File: src/rtl/bp_resolve_queue.sv
// In-order queue of outstanding gshare predictions: pops on branch resolution,
// drives the PHT update port and a redirect pulse on mispredict, keeps statistics.
`ifndef GHR_LEN
`define GHR_LEN 8
`endif

module bp_resolve_queue #(
  parameter int DEPTH = 8,
  parameter int IDX_W = `GHR_LEN,
  parameter int PC_W  = 32,
  localparam int PTR_W = $clog2(DEPTH),
  localparam int CNT_W = PTR_W + 1
) (
  input  logic             clk,
  input  logic             resetn,
  input  logic             push,
  input  logic [IDX_W-1:0] push_index,
  input  logic             push_predict,
  input  logic [PC_W-1:0]  push_target,
  input  logic [PC_W-1:0]  push_fallthru,
  input  logic             res_valid,
  input  logic             res_take,
  input  logic [PC_W-1:0]  res_target,
  input  logic             flush,
  output logic             full,
  output logic             empty,
  output logic [CNT_W-1:0] count,
  output logic             upd_wen,
  output logic [IDX_W-1:0] upd_index,
  output logic             upd_take,
  output logic             redirect,
  output logic [PC_W-1:0]  redirect_pc,
  output logic             overflow,
  output logic             underflow,
  output logic [31:0]      br_cnt,
  output logic [31:0]      miss_cnt
);

  typedef struct packed {
    logic [IDX_W-1:0] index;
    logic             predict;
    logic [PC_W-1:0]  target;
    logic [PC_W-1:0]  fallthru;
  } entry_t;

  localparam logic [CNT_W-1:0] FULL_CNT = CNT_W'(DEPTH);

  entry_t           mem_q [DEPTH];
  entry_t           head;
  entry_t           new_entry;

  logic [PTR_W-1:0] rd_ptr_q, rd_ptr_d;
  logic [PTR_W-1:0] wr_ptr_q, wr_ptr_d;
  logic [CNT_W-1:0] count_q, count_d;
  logic             upd_wen_q, upd_wen_d;
  logic [IDX_W-1:0] upd_index_q, upd_index_d;
  logic             upd_take_q, upd_take_d;
  logic             redirect_q, redirect_d;
  logic [PC_W-1:0]  redirect_pc_q, redirect_pc_d;
  logic             overflow_q, overflow_d;
  logic             underflow_q, underflow_d;
  logic [31:0]      br_cnt_q, br_cnt_d;
  logic [31:0]      miss_cnt_q, miss_cnt_d;

  logic             pop;
  logic             mispredict;
  logic             has_room;
  logic             push_live;
  logic             push_ok;
  logic [PC_W-1:0]  correct_pc;

  assign head      = mem_q[rd_ptr_q];
  assign new_entry = '{index: push_index, predict: push_predict,
                       target: push_target, fallthru: push_fallthru};

  // NOTE: every signal written here gets a default first, so no path leaves it unassigned and no latch is inferred.
  always_comb begin
    pop        = res_valid && (count_q != '0) && !flush;
    mispredict = pop && ((head.predict != res_take) ||
                         (head.predict && res_take && (head.target != res_target)));
    correct_pc = res_take ? res_target : head.fallthru;
    // A pop that frees a slot lets a push into a full queue in the same cycle.
    has_room   = (count_q != FULL_CNT) || pop;
    // Pushes alongside a flush or a mispredict belong to the wrong path.
    push_live  = push && !flush && !mispredict;
    push_ok    = push_live && has_room;

    rd_ptr_d      = rd_ptr_q;
    wr_ptr_d      = wr_ptr_q;
    count_d       = count_q;
    upd_wen_d     = pop;
    upd_index_d   = upd_index_q;
    upd_take_d    = upd_take_q;
    redirect_d    = mispredict;
    redirect_pc_d = redirect_pc_q;
    overflow_d    = overflow_q | (push_live && !has_room);
    underflow_d   = underflow_q | (res_valid && !flush && (count_q == '0));
    br_cnt_d      = br_cnt_q + 32'(pop);
    miss_cnt_d    = miss_cnt_q + 32'(mispredict);

    if (pop) begin
      upd_index_d = head.index;
      upd_take_d  = res_take;
    end
    if (mispredict) redirect_pc_d = correct_pc;

    if (flush) begin
      rd_ptr_d = '0;
      wr_ptr_d = '0;
      count_d  = '0;
    end else if (mispredict) begin
      // Younger entries are all wrong-path: collapse the queue behind the popped head.
      rd_ptr_d = rd_ptr_q + PTR_W'(1);
      wr_ptr_d = rd_ptr_q + PTR_W'(1);
      count_d  = '0;
    end else begin
      rd_ptr_d = rd_ptr_q + PTR_W'(pop);
      wr_ptr_d = wr_ptr_q + PTR_W'(push_ok);
      count_d  = count_q + CNT_W'(push_ok) - CNT_W'(pop);
    end
  end

  // NOTE: sequential state uses non-blocking assignments so every register samples pre-edge values.
  always_ff @(posedge clk) begin
    if (!resetn) begin
      rd_ptr_q      <= '0;
      wr_ptr_q      <= '0;
      count_q       <= '0;
      upd_wen_q     <= 1'b0;
      upd_index_q   <= '0;
      upd_take_q    <= 1'b0;
      redirect_q    <= 1'b0;
      redirect_pc_q <= '0;
      overflow_q    <= 1'b0;
      underflow_q   <= 1'b0;
      br_cnt_q      <= '0;
      miss_cnt_q    <= '0;
    end else begin
      rd_ptr_q      <= rd_ptr_d;
      wr_ptr_q      <= wr_ptr_d;
      count_q       <= count_d;
      upd_wen_q     <= upd_wen_d;
      upd_index_q   <= upd_index_d;
      upd_take_q    <= upd_take_d;
      redirect_q    <= redirect_d;
      redirect_pc_q <= redirect_pc_d;
      overflow_q    <= overflow_d;
      underflow_q   <= underflow_d;
      br_cnt_q      <= br_cnt_d;
      miss_cnt_q    <= miss_cnt_d;
    end
  end

  // NOTE: entry storage has no reset; the pointers and count define which slots hold live data.
  always_ff @(posedge clk) begin
    if (push_ok) mem_q[wr_ptr_q] <= new_entry;
  end

  assign full        = (count_q == FULL_CNT);
  assign empty       = (count_q == '0);
  assign count       = count_q;
  assign upd_wen     = upd_wen_q;
  assign upd_index   = upd_index_q;
  assign upd_take    = upd_take_q;
  assign redirect    = redirect_q;
  assign redirect_pc = redirect_pc_q;
  assign overflow    = overflow_q;
  assign underflow   = underflow_q;
  assign br_cnt      = br_cnt_q;
  assign miss_cnt    = miss_cnt_q;

endmodule
File: config.mk
export PLATFORM = sky130hd
export DESIGN_NAME = bp_resolve_queue
export DESIGN_NICKNAME = d
export VERILOG_FILES = /design/src/rtl/bp_resolve_queue.sv
export SDC_FILE = /design/constraint.sdc
export NUM_CORES = 1
export LEC_CHECK = 0
export CORE_UTILIZATION = 35
export CTS_BUF_LIST = sky130_fd_sc_hd__clkbuf_16
export CTS_CLUSTER_DIAMETER = 120
export DETAILED_ROUTE_END_ITERATION = 7
export MAX_ROUTING_LAYER = met4
export PLACE_DENSITY = 0.61
export SLEW_MARGIN = 30
export SYNTH_ARGS = -nofsm -noshare
export SYNTH_HDL_FRONTEND = slang
export SYNTH_SLANG_ARGS = --single-unit
File: constraint.sdc
create_clock -name clk -period 5.9 [get_ports clk]
set_input_delay 1.77 -clock clk [delete_from_list [all_inputs] [get_ports clk]]
set_output_delay 1.77 -clock clk [all_outputs]
set_load 0.02 [all_outputs]
; ---- Yosys cells after proc, flatten, opt, wreduce, memory -nomap -nowiden
; Memories as Yosys holds them, arrays and structs flattened. A register that Yosys moved wholly into a read port is not among the register bits.
; Cells that the tools add are included.
[word_totals]
reg_bits = 119
ram_bits = 584
n_memories = 1
[mem_list]
columns = name, depth, width, read_ports, rd_ports_with_merged_regs, wr, line_no
row1 = mem_q, 8, 73, 1, 1, 1, 48  ; entry_t mem_q [DEPTH];
[classes]
eq_ne = 4
n_bitwise = 3
n_addsub = 7
muxes = 6
n_reduce_logical = 20
[ops]
columns = cell, count
row1 = $add A32 B1 Y32, 2
row2 = $mux W32, 1
row3 = $ne A32 B32 Y1, 1
row4 = $logic_and A1 B1 Y1, 11
row5 = $mux W3, 3
row6 = $add A3 B1 Y3, 2
row7 = $add A4 B1 Y4, 1
row8 = $eq A4 B4 Y1 const B, 1
row9 = $logic_not A4 Y1, 1
row10 = $ne A4 B4 Y1 const B, 1
row11 = $reduce_bool A4 Y1, 1
row12 = $sub A4 B1 Y4, 1
row13 = $add A3 B1 Y3 const B, 1
row14 = $logic_not A1 Y1, 3
row15 = $reduce_or A3 Y1, 1
row16 = $logic_or A1 B1 Y1, 2
row17 = $mux W1, 2
row18 = $or A1 B1 Y1, 2
row19 = $reduce_or A2 Y1, 1
row20 = $ne A1 B1 Y1, 1
row21 = $not A1 Y1, 1

; ---- Logic depth before layout (Yosys ltp)
[logic_depth]
word_depth = 9
mapped_depth = 20
depth_no_buf = 15

; ---- Worst setup path before layout
; OpenSTA, ideal clock, no wires.
[synth_timing]
kind = reg2reg
startpoint = reg rd_ptr_q[0] (netlist name)
endpoint = mem mem_q[2][0] (netlist name) (enable)
setup_ns = 0.438
path_buffers = 7
path_slack_ns = 0.424
stages_incl_launch_ff = 13
t_arrival_ns = 5.038
path_cell_list = dfxtp_1 > buf_4 > buf_6 > buf_4 > buf_1 > buf_2 > mux4_2 > mux2_2 > ha_1 > buf_1 > o21ai_4 > buf_6 > and4_1
[synth_rtl]
columns = element, line_no
row1 = "end, declared", 48

==> qor.txt <==
Outcome: finished, final reports clean
Number of cell rows: 102
Sink Count: 703
Mapped Cells: 1617
Nets: 2009
Initial DRC count: 1018
CP Buf/Inv Count: 3
Switching share of total power: 0.2135
Die Ht: 283.7 um
CTS buffer count: 75
Crit path time final: 5.084 ns
Final setup vio count: 0
Die width: 283.7 um
Sequential Power Share: 0.509
Crit-path cells: buf_4 > buf_4 > mux2i_1 > a22o_1 > o21a_1 > nor4b_1 > nand4_1 > o31a_2 > o21ai_4 > inv_2 > ha_1 > ha_1 > nand4_1 > nor4_1 > nand3_1 > xor2_1 > nor2_1
Worst VDD drop: 0.2033 mV
Setup TNS: 0 ns
Area leader, netlist: edfxtp_1
Vias: 15.56k
Initial DRT Pass Iterations: 6
Main synth FF type: edfxtp_1
Slew HR: 0.4450
Vias in the first global route: 15.81k
Final period utilization: 0.8617
FF-to-FF Start: rd_ptr_q[0]$_SDFF_PP0_
Distinct cells, synth: 53
Die Footprint: 80470 um^2
Slowest stage delay, CP: 0.66 ns
Syn Nets: 1744
Maximum fanout along the worst path: 21
Number of max-cap violations: 0
Area share of the largest cell type after synthesis: 0.6315
Fmax achieved: 0.1967 GHz
Post-CTS setup buffer count: 0
Post-CTS sizing: 0
RSZ-0062 raised after global routing: no
WP data required: 6.39 ns
CTS clk-pin slew, worst paths: 0.06 ns
Number of synthesized flops with an enable pin: 584
Fraction of layout cells with a size suffix above 1: 0.1647
First-pass GRT wire length: 105700 um
Maximum buffer depth of the clock tree: 3
Crit. End Element: register
Area of the multi-input gates: 7405 um^2
Yosys reg bits: 703
Fill count: 6818
Clock share of power: 0.447
Number of hold buffers added after CTS: 0
Internal Power: 0.008415 W
CP startpoint kind: register
Sequential share of the synthesized area: 0.7173
Routed Antenna Nets: 0
GRT Total Usage: 0.1822
Total Wirelength: 71070 um
Pin count of the biggest net entering global routing: 66
Crit path max-delay family: simple AND/OR/NAND/NOR gates
Congestion Overflow GR: 0
Hold Crit Start: redirect_pc[23]$_SDFFE_PN0P_
Initial antenna violation count: 12
Worst Hold Class: reg -> reg
Core ar.: 77980 um^2
Detailed-route wire length per cell: 23.74 um
Register area: 19930 um^2
CTS tree: done
I/O pin cnt: 226
Combinational power share: 0.044
Post-DP HPWL: 45220 um
Pwr Density: 314.0 nW/um^2
Area Growth Syn to Fin: 22.69%
Average size of a mapped cell: 17.17 um^2
Worst slew pin tran: 0.8326 ns
Latest clock arrival within the worst-skew pair: 0.64 ns
Final Max Slew Viols: 0
Slowest CP cell: dfxtp_4
Vias/cell: 5.198
Critical path type: reg -> reg
Place WS: 0.1942 ns
LEAKAGE: 10.64 nW
Critical path arrival: 5.57 ns
Switching pwr: 0.002284 W
DRC viols: 0
Yosys warns: 0
Crit path launch: rd_ptr_q[0]$_SDFF_PP0_
Synth area leaders: edfxtp_1 63%, mux4_2 9.2%, dfxtp_1 8.6%
Number of I/O port buffers: 225
Cell Area, Synth: 27770 um^2
Gpl congestion: 0.8092
Initial Utilization: 0.3561
PnR worst setup slack: 0.8161 ns
Post-synth ARST share: 0
Root Buffer: clkbuf_16
Clock Skews: 0.02987 ns
Final Hold Fails: 0
H-tree depth: 3
## layout by cell type, fill, tap and decap left out, types with 15 or more instances in the layout
master           synthesis  layout
edfxtp_1               584     584
clkbuf_16                0      77
nor2_1                  71      70
dfxtp_1                119     116
or3_1                   17      17
buf_4                    3      33
buf_12                   0      17
ha_1                    15      15
nand3_1                 64      64
mux4_2                 114     114
mux2_2                  21      21
inv_1                   13      24
o21ai_0                 52      52
o22ai_1                 16      16
mux2i_1                 89      89
clkdlybuf4s50_1          0     224
nand4_1                 16      16
o211ai_1                34      34
a22o_1                  16      16
xnor2_1                 33      33
nor3_1                  15      15
and3_1                  16      16
xor2_1                  37      37
nand2_1                 59      59
a21oi_1                 45      45
## path summary, 6_finish.rpt
check / endpoint / slack (ns) / cells past startpoint
min: redirect_pc[23]$_SDFFE_PN0P_ / 0.47 / 2
min reg2reg: redirect_pc[23]$_SDFFE_PN0P_ / 0.47 / 2
max reg2reg: miss_cnt[30]$_SDFF_PN0_ / 0.82 / 17
max: miss_cnt[30]$_SDFF_PN0_ / 0.82 / 17
## power groups by stage
| stage | sequential, W | combinational (W) | clock, W |
|---|---|---|---|
| 2_1_floorplan | 0.00556 | 0.000199 | 0 |
| 3_3_place_gp | 0.00555 | 0.000463 | 0 |
| 3_5_place_dp | 0.00555 | 0.000471 | 0 |
| 4_1_cts | 0.00545 | 0.000473 | 0.00490 |
| 5_1_grt | 0.00545 | 0.000503 | 0.00508 |
| 6_report | 0.00545 | 0.000468 | 0.00479 |
## per-layer routing
| layer | part of all wire | global-route usage | vias to the layer above |
|---|---|---|---|
| met3 | 0.073 | 0.04944 | 105 |
| met5 | 0 | - | - |
| li1 | - | - | 6954 |
| met4 | 0.024 | 0.05027 | 0 |
| met2 | 0.46 | 0.2739 | 537 |
| met1 | 0.44 | 0.2423 | 7963 |
## worst min-delay path: cells and delay by family, from the launching register on
kind,cells,cell delay [ns]
compound gates,1,0.06
flops,1,0.31
simple gates,1,0.06
## logic make-up (layout without fill, tap and decap cells)
logic type | after synthesis | after routing | synth area share
flops | 703 | 703 | 0.7173
other cells | 0 | 10 | 0
compound gates | 188 | 188 | 0.04280
buf+inv | 101 | 427 | 0.01753
fa+ha+maj | 16 | 16 | 0.007479
mux | 236 | 236 | 0.1379
simple gates | 303 | 303 | 0.05492
xor+xnor | 70 | 70 | 0.02208
## layout make-up
class | instances | share of cell area
Tap cell | 1040 | 0.03819
Timing Repair Buffer | 275 | 0.08321
Sequential cell | 703 | 0.5850
Inverter | 14 | 0.001579
Clock inverter | 61 | 0.01744
Antenna cell | 10 | 0.0007345
Multi-Input combinational cell | 813 | 0.2173
Clock buffer | 77 | 0.05655
## synthesized netlist by cell type, types with 16 or more instances
master	instances
nand3_1	64
mux4_2	114
nor2_1	71
o22ai_1	16
edfxtp_1	584
dfxtp_1	119
and3_1	16
a21oi_1	45
a22o_1	16
buf_2	17
o211ai_1	34
o21ai_0	52
mux2_2	21
nand2_1	59
mux2i_1	89
or3_1	17
clkbuf_1	43
xor2_1	37
nand4_1	16
xnor2_1	33
## flip-flops by register name, summed over array words and instances (netlist names)
register / cells
underflow: 1
upd_wen: 1
redirect_pc: 32
count: 4
rd_ptr_q: 3
overflow: 1
upd_take: 1
redirect: 1
upd_index: 8
miss_cnt: 32
mem_q: 584
wr_ptr_q: 3
br_cnt: 32
## metrics by stage
stage | power [W] | hold WS [ns] | util | cell area (um^2) | std cells
6_report | 0.01070 | 0.4704 | 0.4369 | 34070 | 2993
5_1_grt | 0.01103 | 0.4908 | 0.4369 | 34070 | 2993
4_1_cts | 0.01081 | 0.4721 | 0.4366 | 34040 | 2983
3_5_place_dp | 0.006023 | 0.4636 | 0.4043 | 31520 | 2845
3_3_place_gp | 0.006011 | 0.4572 | 0.4042 | 31520 | 2845
2_1_floorplan | 0.005762 | 0.5470 | - | 27770 | 1617
(Power assumes the default switching activity.)
